### src/rtl/cardinal_fetch_unit.sv
`default_nettype none
// ============================================================================
//  Module      : cardinal_fetch_unit
//  Description : Instruction-fetch front end. Issues requests on an imem
//                request/grant port, collects in-order responses into a
//                prefetch buffer and hands them to decode via valid/ready.
//                A redirect flushes the buffer and discards the responses
//                that are still in flight.
//  Revision    : 1.0 - initial release
// ============================================================================
module cardinal_fetch_unit #(
    parameter int                    ADDR_WIDTH = 32,
    parameter int                    INST_WIDTH = 32,
    parameter int                    FIFO_DEPTH = 4,
    parameter int                    PC_STEP    = 4,
    parameter logic [ADDR_WIDTH-1:0] RESET_PC   = '0
) (
    input  logic                          clk,
    input  logic                          reset,
    output logic                          imem_req,
    output logic [ADDR_WIDTH-1:0]         imem_addr,
    input  logic                          imem_gnt,
    input  logic                          imem_rvalid,
    input  logic [INST_WIDTH-1:0]         imem_rdata,
    input  logic                          redirect,
    input  logic [ADDR_WIDTH-1:0]         redirect_addr,
    output logic                          inst_valid,
    output logic [INST_WIDTH-1:0]         inst_out,
    output logic [ADDR_WIDTH-1:0]         inst_pc,
    input  logic                          inst_ready,
    output logic [$clog2(FIFO_DEPTH):0]   fifo_count,
    output logic                          protocol_err
);

    localparam int                    c_ptr_w = $clog2(FIFO_DEPTH);
    localparam int                    c_cnt_w = c_ptr_w + 1;
    localparam logic [ADDR_WIDTH-1:0] c_step  = ADDR_WIDTH'(PC_STEP);
    localparam logic [c_cnt_w:0]      c_depth = (c_cnt_w + 1)'(FIFO_DEPTH);

    logic [ADDR_WIDTH-1:0] r_fetch_pc;
    logic [ADDR_WIDTH-1:0] r_resp_pc;
    logic [c_cnt_w-1:0]    r_count;
    logic [c_cnt_w-1:0]    r_outstanding;
    logic [c_cnt_w-1:0]    r_drop_cnt;
    logic [c_ptr_w-1:0]    r_rd_ptr;
    logic [c_ptr_w-1:0]    r_wr_ptr;
    logic                  r_protocol_err;
    logic [INST_WIDTH-1:0] r_mem_inst [FIFO_DEPTH];
    logic [ADDR_WIDTH-1:0] r_mem_pc   [FIFO_DEPTH];

    logic w_credit;
    logic w_req;
    logic w_hs;
    logic w_resp;
    logic w_stray;
    logic w_drop;
    logic w_push;
    logic w_pop;
    logic w_valid;

    // Credit counts both buffered and in-flight entries, so every granted
    // request is guaranteed a buffer slot when its response returns.
    assign w_credit = ({1'b0, r_count} + {1'b0, r_outstanding}) < c_depth;
    assign w_req    = !reset && !redirect && w_credit;
    assign w_hs     = w_req && imem_gnt;
    assign w_resp   = imem_rvalid && (r_outstanding != '0);
    assign w_stray  = imem_rvalid && (r_outstanding == '0);
    assign w_drop   = w_resp && (r_drop_cnt != '0);
    assign w_push   = w_resp && !w_drop && !redirect;
    assign w_valid  = (r_count != '0);
    assign w_pop    = w_valid && inst_ready && !redirect;

    assign imem_req     = w_req;
    assign imem_addr    = r_fetch_pc;
    assign inst_valid   = w_valid;
    assign inst_out     = w_valid ? r_mem_inst[r_rd_ptr] : '0;
    assign inst_pc      = w_valid ? r_mem_pc[r_rd_ptr]   : '0;
    assign fifo_count   = r_count;
    assign protocol_err = r_protocol_err;

    // Buffer storage: written only on an accepted, non-stale response.
    always_ff @(posedge clk) begin
        if (w_push) begin
            r_mem_inst[r_wr_ptr] <= imem_rdata;
            r_mem_pc[r_wr_ptr]   <= r_resp_pc;
        end
    end

    // Fetch/response bookkeeping; redirect overrides push, pop and request.
    always_ff @(posedge clk or posedge reset) begin
        if (reset) begin
            r_fetch_pc     <= RESET_PC;
            r_resp_pc      <= RESET_PC;
            r_count        <= '0;
            r_outstanding  <= '0;
            r_drop_cnt     <= '0;
            r_rd_ptr       <= '0;
            r_wr_ptr       <= '0;
            r_protocol_err <= 1'b0;
        end else begin
            // In-flight responses keep returning after a redirect, so the
            // outstanding count is maintained regardless of redirect.
            r_outstanding <= r_outstanding + c_cnt_w'(w_hs) - c_cnt_w'(w_resp);

            if (w_stray) begin
                r_protocol_err <= 1'b1;
            end

            if (redirect) begin
                r_fetch_pc <= redirect_addr;
                r_resp_pc  <= redirect_addr;
                r_count    <= '0;
                r_rd_ptr   <= r_wr_ptr;
                // Everything still in flight after this cycle is stale.
                r_drop_cnt <= r_outstanding - c_cnt_w'(w_resp);
            end else begin
                if (w_hs) begin
                    r_fetch_pc <= r_fetch_pc + c_step;
                end
                if (w_push) begin
                    r_wr_ptr  <= r_wr_ptr + c_ptr_w'(1);
                    r_resp_pc <= r_resp_pc + c_step;
                end
                if (w_pop) begin
                    r_rd_ptr <= r_rd_ptr + c_ptr_w'(1);
                end
                if (w_drop) begin
                    r_drop_cnt <= r_drop_cnt - c_cnt_w'(1);
                end
                r_count <= r_count + c_cnt_w'(w_push) - c_cnt_w'(w_pop);
            end
        end
    end

endmodule
`default_nettype wire

### config.mk
export PLATFORM = sky130hd
export DESIGN_NAME = cardinal_fetch_unit
export DESIGN_NICKNAME = d
export VERILOG_FILES = /design/src/rtl/cardinal_fetch_unit.sv
export SDC_FILE = /design/constraint.sdc
export NUM_CORES = 1
export LEC_CHECK = 0
export CAP_MARGIN = 20
export CORE_MARGIN = 1
export CORE_UTILIZATION = 40
export DETAILED_ROUTE_END_ITERATION = 8
export DONT_BUFFER_PORTS = 1
export PLACE_DENSITY = 0.6
export REMOVE_ABC_BUFFERS = 1
export SYNTH_ARGS = -nofsm -noshare
export SYNTH_HDL_FRONTEND = slang
export SYNTH_SLANG_ARGS = --single-unit
### constraint.sdc
create_clock -name clk -period 9.2 [get_ports clk]
set_input_delay 1.38 -clock clk [delete_from_list [all_inputs] [get_ports clk]]
set_output_delay 1.38 -clock clk [all_outputs]
set_load 0.01 [all_outputs]
==> results.yml <==
die:
  fp.dieH_um: 189
  design.core.area_mm2: 0.0345
  dieArea_mm2: 0.0358
  die_w_um: 189
  rows: 68
  start_util_pct: 40.6
  ios: 172
logic_synthesis:
  ys_types: 44
  yosys_warnings: 0
  syn_avg_cell_area_um2: 16.0
  syn_area_mm2: 0.0140
  synth_seq_cells: 334
  async_reset_ff_share_pct: 23.4
  synth-edff-count: 256
  synthFlopType: "edfxtp_1"
  ys_seq_area_share_pct: 68.7
  syn_inst: 875
timing:
  timing.hold.ws_ns: 0.530
  fmax_mhz: 230
  fin_crit_ns: 4.35
  drv_slew: 0
  skew_ns: 0.0179
  hold_viol_final: 0
  rsz0062_at_grt: "no"
  tns_ns: 0
  setup_viol: 0
  slew_headroom_pct: 27.8
  tightest_slew_ns: 1.08
  timing.final.ws_setup_ns: 4.85
  fin_crit_sh_pct: 47.3
layout:
  drive_above_1_share_pct: 16.2
  most-common-layout-cells: "edfxtp_1, dfrtp_1, and2_1"
  area_growth_pct: 11.2
  utilization_pct: 45.1
  final_common_cell: "edfxtp_1"
  final_nets: 971
  fin_area_mm2: 0.0156
  stdcell_count: 1364
placement:
  hpwl_um: 18400
  dp_cells: 1300
  pre_cts_ws_ns: 4.81
  gp_congestion: 0.793
  port_buffers: 0
  place_area_mm2: 0.0145
pwr:
  clockPowerShare_pct: 31.3
  ir_worst_vdd_mv: 0.459
  fin_total_pwr_mw: 4.27
  p_sw_share_pct: 30.4
  p_comb_share_pct: 22.3
  p_sw_mw: 1.30
  p_leak_nw: 5.27
  p_int_mw: 2.97
  p_seq_share_pct: 46.4
  powerDensity_mw_per_mm2: 274
routing:
  via_count: 7446
  dr.pass1.iters: 5
  routedWlPerCell_um: 22.6
  first_iter_violations: 440
  antenna_left: 0
  via_per_inst: 5.46
  wl_um: 30900
  drc_errors: 0
cts:
  htreeDepth: 2
  cts_num_sinks: 334
  insertion_delay_ns: 0.51
  root_buffer: "clkbuf_16"
  cts_hold_buf: 0
  cts_tree: "yes"
  cts_buffers: 36
  post_cts_buffers: 0
  post_cts_resize_count: 0
  clockBufferDepth: 3
  clkTransAtPathRegs_ns: 0.06
worst_setup_path:
  cp.required_ns: 7.82
  cp-start-kind: "flop"
  path_max_fanout: 36
  cp.arrival_ns: 2.97
  worstSetupEndpointType: "output pin"
  crit_type: "reg2out"
global_routing:
  grt_pass1_wl_um: 47700
  grt_overflow: 0
  grt_pass1_vias: 7837
  grt_use_met1_pct: 23.8
  antenna_found_initial: 1
  grt_max_degree: 69
  met2_usage_pct: 28.5
  met3_usage_pct: 4.78
  busiest_layer: "met2"
  track_usage_pct: 17.6
run:
  max-cap-violations: 0
worst_hold_path:
  hp-class: "reg2reg"
run_status:
  outcome: "completed"
==> kinds of logic (layout without fill, tap and decap cells) <==
family,Yosys count,count (layout),share of synthesized area [%]
flops,334,334,68.7
simple gates,259,259,10.2
compound gates,88,88,3.93
mux,72,72,10.9
buf+inv,62,95,1.87
xor+xnor,42,42,2.62
fa+ha+maj,18,18,1.71
other cells,0,1,0
==> cell usage after synthesis (3+ instances only) <==
| library cell | number | area [um2] |
|---|---|---|
| nor4_1 | 3 | 18.8 |
| and2_1 | 70 | 438 |
| nand3_1 | 44 | 220 |
| and4_1 | 4 | 35.0 |
| mux2_2 | 7 | 78.8 |
| o211ai_1 | 16 | 120 |
| mux4_2 | 64 | 1440 |
| dfrtp_1 | 78 | 1950 |
| a21oi_1 | 9 | 45.0 |
| ha_1 | 16 | 200 |
| xor2_1 | 27 | 236 |
| buf_2 | 12 | 60.1 |
| clkbuf_1 | 23 | 86.3 |
| nand4_1 | 22 | 138 |
| nor2_1 | 20 | 75.1 |
| and3_1 | 6 | 37.5 |
| o21ai_0 | 44 | 220 |
| inv_1 | 21 | 78.8 |
| a31oi_1 | 3 | 18.8 |
| or3_1 | 5 | 31.3 |
| buf_4 | 4 | 30.0 |
| o311ai_0 | 7 | 61.3 |
| nand2_1 | 63 | 236 |
| xnor2_1 | 15 | 131 |
| nand2b_1 | 3 | 18.8 |
| nor3_1 | 8 | 40.0 |
| edfxtp_1 | 256 | 7690 |
| nor4_4 | 3 | 63.8 |
==> power groups by stage <==
stage / Clock (mW) / Sequential (mW) / Combinational (mW)
2_1_floorplan: 0 / 1.96 / 0.755
3_3_place_gp: 0 / 2.01 / 0.971
3_5_place_dp: 0 / 2.02 / 0.981
4_1_cts: 1.38 / 1.99 / 0.981
5_1_grt: 1.43 / 2.01 / 1.06
6_report: 1.34 / 1.98 / 0.952
==> metal layers <==
layer | vias up | share of wire [%]
met1 | 3842 | 44
met4 | 0 | 1.9
met3 | 46 | 6.5
met5 | - | 0
li1 | 3368 | -
met2 | 190 | 47
==> path summary, 6_finish.rpt <==
kind                                    end  slack, ns  cells after the start             start
hold / removal                 protocol_err       0.53                      1      protocol_err
min in group asynchronous     fifo_count[0]       0.84                      1             reset
setup / recovery                inst_pc[30]       4.85                      3       r_rd_ptr[0]
hold reg to reg                protocol_err       0.53                      1      protocol_err
max in group asynchronous     imem_addr[24]       7.36                      2             reset
setup reg to reg           r_outstanding[2]       5.81                     11  r_outstanding[1]
==> cell type report <==
type	count	area [um2]
Clock buffer	48	987
Multi-Input combinational cell	479	4130
Tap cell	455	569
Timing Repair Buffer	10	75.1
Inverter	22	83.8
Fill cell	3091	18900
Sequential cell	334	9650
Clock inverter	15	100
Antenna cell	1	2.50
==> critical path, cell delays in order (launching register included) <==
cell and delay [ns]:
dfrtp_4 0.83, buf_4 0.72, mux4_2 0.61, and2_1 0.21
==> flip-flops by register name, summed over array words and instances, names as in the netlist <==
signal / flops
fifo_count: 3
imem_addr: 32
protocol_err: 1
r_drop_cnt: 3
r_mem_inst: 128
r_mem_pc: 128
r_outstanding: 3
r_rd_ptr: 2
r_resp_pc: 32
r_wr_ptr: 2
Power figures use the tool's default switching activity.
